--- config.mk ---
export PLATFORM = sky130hd
export DESIGN_NAME = hazard_control_unit
export DESIGN_NICKNAME = d
export VERILOG_FILES = /design/src/rtl/hazard_control_unit.sv
export SDC_FILE = /design/constraint.sdc
export NUM_CORES = 1
export LEC_CHECK = 0
export ABC_AREA = 0
export ABC_CLOCK_PERIOD_IN_PS = 2650
export BUFFER_PORTS_ARGS = -buffer_cell sky130_fd_sc_hd__buf_2
export CELL_PAD_IN_SITES_DETAIL_PLACEMENT = 1
export CELL_PAD_IN_SITES_GLOBAL_PLACEMENT = 1
export CORE_MARGIN = 2
export CORE_UTILIZATION = 39
export DETAILED_ROUTE_END_ITERATION = 16
export PLACE_DENSITY_LB_ADDON = 0.15
export SETUP_SLACK_MARGIN = 0.15
export SYNTH_ARGS = -nofsm -noshare
export SYNTH_HDL_FRONTEND = slang
export SYNTH_SLANG_ARGS = --single-unit
--- constraint.sdc ---
create_clock -name clk -period 2.65 [get_ports clk]
set_input_delay 0.3975 -clock clk [delete_from_list [all_inputs] [get_ports clk]]
set_output_delay 0.3975 -clock clk [all_outputs]
set_load 0.01 [all_outputs]
--- src/rtl/hazard_control_unit.sv ---
// -----------------------------------------------------------------------------
// hazard_control_unit
//
// Purpose:
//   Handles the pipeline hazards that the forwarding unit cannot resolve:
//   - stalls the front end for one cycle on a load-use dependence,
//   - freezes the whole pipeline while data memory is busy,
//   - flushes wrong-path instructions on a taken branch. A branch that
//     resolves during a memory freeze is remembered and flushed in a
//     dedicated cycle after the freeze ends.
//   Also keeps saturating stall/flush counters and a sticky memory-wait
//   watchdog.
//
// Parameters:
//   MAX_WAIT  consecutive mem_busy cycles tolerated before mem_timeout (1..65535)
//   CNT_W     width of the performance counters
//
// Ports:
//   clk, rst_n                    clock, synchronous active-low reset
//   IF_ID_Rs/Rt, IF_ID_UsesRs/Rt  source registers of the ID instruction
//   ID_EX_MemRead, ID_EX_DestReg  load flag / destination of the EX instruction
//   branch_taken                  branch in EX resolved taken this cycle
//   mem_busy                      data memory cannot complete this cycle
//   PC_Write .. MEM_WB_Write      pipeline register enables
//   IF_ID_Flush                   load a NOP into IF/ID
//   ID_EX_Bubble                  load a NOP into ID/EX
//   stall_cycles, flush_count     saturating performance counters
//   mem_timeout                   sticky watchdog flag
// -----------------------------------------------------------------------------
module hazard_control_unit #(
    parameter int unsigned MAX_WAIT = 64,
    parameter int unsigned CNT_W    = 16
) (
    input  logic             clk,
    input  logic             rst_n,
    input  logic [2:0]       IF_ID_Rs,
    input  logic [2:0]       IF_ID_Rt,
    input  logic             IF_ID_UsesRs,
    input  logic             IF_ID_UsesRt,
    input  logic             ID_EX_MemRead,
    input  logic [2:0]       ID_EX_DestReg,
    input  logic             branch_taken,
    input  logic             mem_busy,
    output logic             PC_Write,
    output logic             IF_ID_Write,
    output logic             ID_EX_Write,
    output logic             EX_MEM_Write,
    output logic             MEM_WB_Write,
    output logic             IF_ID_Flush,
    output logic             ID_EX_Bubble,
    output logic [CNT_W-1:0] stall_cycles,
    output logic [CNT_W-1:0] flush_count,
    output logic             mem_timeout
);

    localparam int unsigned WAIT_W = $clog2(MAX_WAIT + 1);
    localparam logic [WAIT_W-1:0] WAIT_MAX = WAIT_W'(MAX_WAIT);

    localparam logic [1:0] ST_RUN        = 2'd0;
    localparam logic [1:0] ST_MEM_WAIT   = 2'd1;
    localparam logic [1:0] ST_FLUSH_PEND = 2'd2;

    logic [1:0]        state_q, state_d;
    logic              br_pend_q, br_pend_d;
    logic [WAIT_W-1:0] wait_cnt_q, wait_cnt_d;
    logic              timeout_q, timeout_d;
    logic [CNT_W-1:0]  stall_q, stall_d;
    logic [CNT_W-1:0]  flush_q, flush_d;

    logic              lu;
    logic              freeze;
    logic              stall_inc;
    logic              flush_inc;

    // Register 0 is deliberately not special-cased.
    assign lu = ID_EX_MemRead &&
                ((IF_ID_UsesRs && (IF_ID_Rs == ID_EX_DestReg)) ||
                 (IF_ID_UsesRt && (IF_ID_Rt == ID_EX_DestReg)));

    // -------------------------------------------------------------------------
    // Control outputs and next state
    // -------------------------------------------------------------------------
    always_comb begin
        PC_Write     = 1'b1;
        IF_ID_Write  = 1'b1;
        ID_EX_Write  = 1'b1;
        EX_MEM_Write = 1'b1;
        MEM_WB_Write = 1'b1;
        IF_ID_Flush  = 1'b0;
        ID_EX_Bubble = 1'b0;
        freeze       = 1'b0;
        stall_inc    = 1'b0;
        flush_inc    = 1'b0;
        state_d      = state_q;
        br_pend_d    = br_pend_q;

        case (state_q)
            ST_RUN: begin
                if (mem_busy) begin
                    freeze    = 1'b1;
                    br_pend_d = branch_taken;
                    state_d   = ST_MEM_WAIT;
                end else if (branch_taken) begin
                    // The flush discards the dependent instruction, so a
                    // simultaneous load-use hazard needs no stall.
                    IF_ID_Flush  = 1'b1;
                    ID_EX_Bubble = 1'b1;
                    flush_inc    = 1'b1;
                end else if (lu) begin
                    PC_Write     = 1'b0;
                    IF_ID_Write  = 1'b0;
                    ID_EX_Bubble = 1'b1;
                    stall_inc    = 1'b1;
                end
            end

            ST_MEM_WAIT: begin
                stall_inc = 1'b1;
                if (mem_busy) begin
                    freeze    = 1'b1;
                    br_pend_d = br_pend_q | branch_taken;
                end else if (br_pend_q || branch_taken) begin
                    br_pend_d = 1'b1;
                    state_d   = ST_FLUSH_PEND;
                end else begin
                    br_pend_d = 1'b0;
                    state_d   = ST_RUN;
                end
            end

            ST_FLUSH_PEND: begin
                if (mem_busy) begin
                    // A new freeze wins; the deferred flush stays pending.
                    freeze    = 1'b1;
                    br_pend_d = 1'b1;
                    state_d   = ST_MEM_WAIT;
                end else begin
                    IF_ID_Flush  = 1'b1;
                    ID_EX_Bubble = 1'b1;
                    flush_inc    = 1'b1;
                    br_pend_d    = 1'b0;
                    state_d      = ST_RUN;
                end
            end

            default: begin
                br_pend_d = 1'b0;
                state_d   = ST_RUN;
            end
        endcase

        if (freeze) begin
            PC_Write     = 1'b0;
            IF_ID_Write  = 1'b0;
            ID_EX_Write  = 1'b0;
            EX_MEM_Write = 1'b0;
            MEM_WB_Write = 1'b0;
        end

        // Outputs are forced to pass-through while reset is held.
        if (!rst_n) begin
            PC_Write     = 1'b1;
            IF_ID_Write  = 1'b1;
            ID_EX_Write  = 1'b1;
            EX_MEM_Write = 1'b1;
            MEM_WB_Write = 1'b1;
            IF_ID_Flush  = 1'b0;
            ID_EX_Bubble = 1'b0;
        end
    end

    // -------------------------------------------------------------------------
    // Counters and watchdog
    // -------------------------------------------------------------------------
    always_comb begin
        stall_d = stall_q;
        flush_d = flush_q;
        if (stall_inc && (stall_q != '1)) begin
            stall_d = stall_q + CNT_W'(1);
        end
        if (flush_inc && (flush_q != '1)) begin
            flush_d = flush_q + CNT_W'(1);
        end

        wait_cnt_d = '0;
        if (mem_busy) begin
            wait_cnt_d = (wait_cnt_q == WAIT_MAX) ? wait_cnt_q
                                                  : wait_cnt_q + WAIT_W'(1);
        end
        timeout_d = timeout_q | (wait_cnt_q == WAIT_MAX);
    end

    always_ff @(posedge clk) begin
        if (!rst_n) begin
            state_q    <= ST_RUN;
            br_pend_q  <= 1'b0;
            wait_cnt_q <= '0;
            timeout_q  <= 1'b0;
            stall_q    <= '0;
            flush_q    <= '0;
        end else begin
            state_q    <= state_d;
            br_pend_q  <= br_pend_d;
            wait_cnt_q <= wait_cnt_d;
            timeout_q  <= timeout_d;
            stall_q    <= stall_d;
            flush_q    <= flush_d;
        end
    end

    assign stall_cycles = stall_q;
    assign flush_count  = flush_q;
    assign mem_timeout  = timeout_q;

endmodule

==> qor.yml <==
portBuffers: 55
postCtsSetupRepairBufs: 0
nFillCells: 714
post_cts_resized: 0
die-width_um: 80.73
ys_seq_elements: 43
synth.most_common_cell: "dfxtp_1"
cts_root_buf: "clkbuf_8"
avgSynthCellArea_um2: 8.171
die_h_um: 80.73
crit_path_start_kind: "flip-flop"
core_area_um2: 5608
timing.final.crit_share_pct: 77.43
whs_ns: 0.3922
dp_hpwl_um: 4452
fp-row-count: 27
multiInputGateArea_um2: 1324
grt_first_pass_wirelength_um: 10070
relSlewSlack_pct: 55.46
h-tree-depth: 2
yosys-top-cells-area: "dfxtp_1, nor2_1, xnor2_1"
crit_path_end_kind: "flip-flop"
vias: 2214
rsz0062_at_grt: "false"
worst_pin_slew_ns: 0.6681
drv_slew: 0
drtIter0Drc: 67
period_minus_slack_ns: 2.052
n_antenna_cell: 0
seqCellArea_um2: 860.8
syn_to_final_growth_pct: 17.49
io_pins: 56
grt_use_total_pct: 19.61
post-route-drc-count: 0
fmax_mhz: 487.4
synth_top_area_share_pct: 37.49
path_clk_slew_ns: 0.08
maxCapViolCount: 0
cts_hold_buffers: 0
ys_seq_area_share_pct: 37.49
async_reset_ff_share_pct: 0
required_ns: 2.83
critPathKind: "flip-flop to flip-flop"
worstSkewPairLatency_ns: 0.29
start_util_pct: 40.94
routed_via_density: 5.480
ys_warn_count: 0
setup-violations-final: 0
grt_max_degree: 23
outcome: "finished clean"
netlist_area_um2: 2296
finalHoldViolations: 0
drt_pass1_iterations: 4
yosys.area.top_type: "dfxtp_1"
drt_wl_total_um: 5887
dieArea_um2: 6517
leakage_nw: 1.039
path_max_fanout: 11
synth_cells: 281
cts_buffers: 5
gp_congestion: 0.8376
vdd_ir_drop_max_mv: 0.1843
synthDistinctLibCells: 46
drive_gt1_share_pct: 20.78
overflow: 0
skew_ns: 0.005489
arrival_ns: 2.23
synth_edf_count: 0
cts_tree: "built"
cellPowerDensity_nw_per_um2: 446.4
min_path_type: "input pin to flip-flop"
clock-sinks: 43
fin_setup_tns_ns: 0
cts_buffer_depth: 2
synth_common_cells: "dfxtp_1, nor2_1, nand2_1, nand3_1, a21oi_1"
routedWlPerCell_um: 14.57
ys.flop_type: "dfxtp_1"
grt_pass1_vias: 2182
antenna_left: 0
antenna_found_initial: 0
syn_nets: 301
layout.nets: 352
==> placed cells by master, fill, tap and decap left out, types with 7 or more instances in the layout <==
cell	count
xnor2_1	13
nand4_1	8
nor4_1	12
a21oi_1	15
nand2_1	26
nor2_1	34
nand3_1	19
mux2i_1	7
dfxtp_1	43
nand2b_1	7
xor2_1	8
buf_2	55
inv_1	9
==> logic make-up after synthesis <==
| group | share of synthesized area, % |
|---|---|
| simple gates | 31.72 |
| xor+xnor | 8.011 |
| fa+ha+maj | 2.180 |
| flops | 37.49 |
| mux | 3.052 |
| compound gates | 12.70 |
| buf+inv | 4.850 |
==> stage by stage <==
step	setup slack (ns)	power [mW]	instance area, um2	util, %	std cells
after floorplan	0.6705	0.7524	2296	-	281
after global placement	0.5081	0.7882	2610	46.54	397
after detailed placement	0.4740	0.7902	2610	46.54	397
after CTS	0.5905	1.221	2698	48.10	404
after global routing	0.3558	1.268	2698	48.10	404
final	0.5981	1.204	2698	48.10	404
==> registers in the layout, summed over array words and instances, names as in the netlist <==
signal / count
state_q: 2
mem_timeout: 1
flush_count: 16
br_pend_q: 1
wait_cnt_q: 7
stall_cycles: 16
==> path summary, 6_finish.rpt <==
kind | cells after the start | from | end | slack [ns]
max | 5 | stall_cycles[8] | stall_cycles[1] | 0.60
min | 2 | mem_busy | state_q[1] | 0.39
min reg2reg | 2 | mem_timeout | mem_timeout | 0.45
max reg2reg | 5 | stall_cycles[8] | stall_cycles[1] | 0.60
==> final cells by class <==
type	instances	area share, %
sequential	43	31.91
clock buffer	6	3.061
multi-input combinational	214	49.07
tap	72	3.340
timing repair buffer	58	11.04
inverter	10	1.391
clock inverter	1	0.1855
==> critical path, stage by stage, from the launching register on <==
cell and delay [ns]:
dfxtp_1 0.42, nand4_1 0.29, or4_1 0.61, nand2_1 0.31, nor2_1 0.13, mux2i_1 0.17
==> layer usage <==
metal	vias up	part of all wire, %	global-route usage, %
li1	1104	-	-
met1	1066	50	25.46
met2	36	45	32.42
met3	8	3.7	4.270
met4	0	1.4	6.271
met5	-	0	0
==> report_power, final <==
| group | switching [mW] | internal [mW] | leakage (nW) |
|---|---|---|---|
| registers | 0.00899 | 0.653 | 0.347 |
| clock network | 0.225 | 0.205 | 0.0470 |
| logic | 0.0695 | 0.0430 | 0.645 |
| total | 0.304 | 0.900 | 1.04 |
Power figures use the tool's default switching activity.
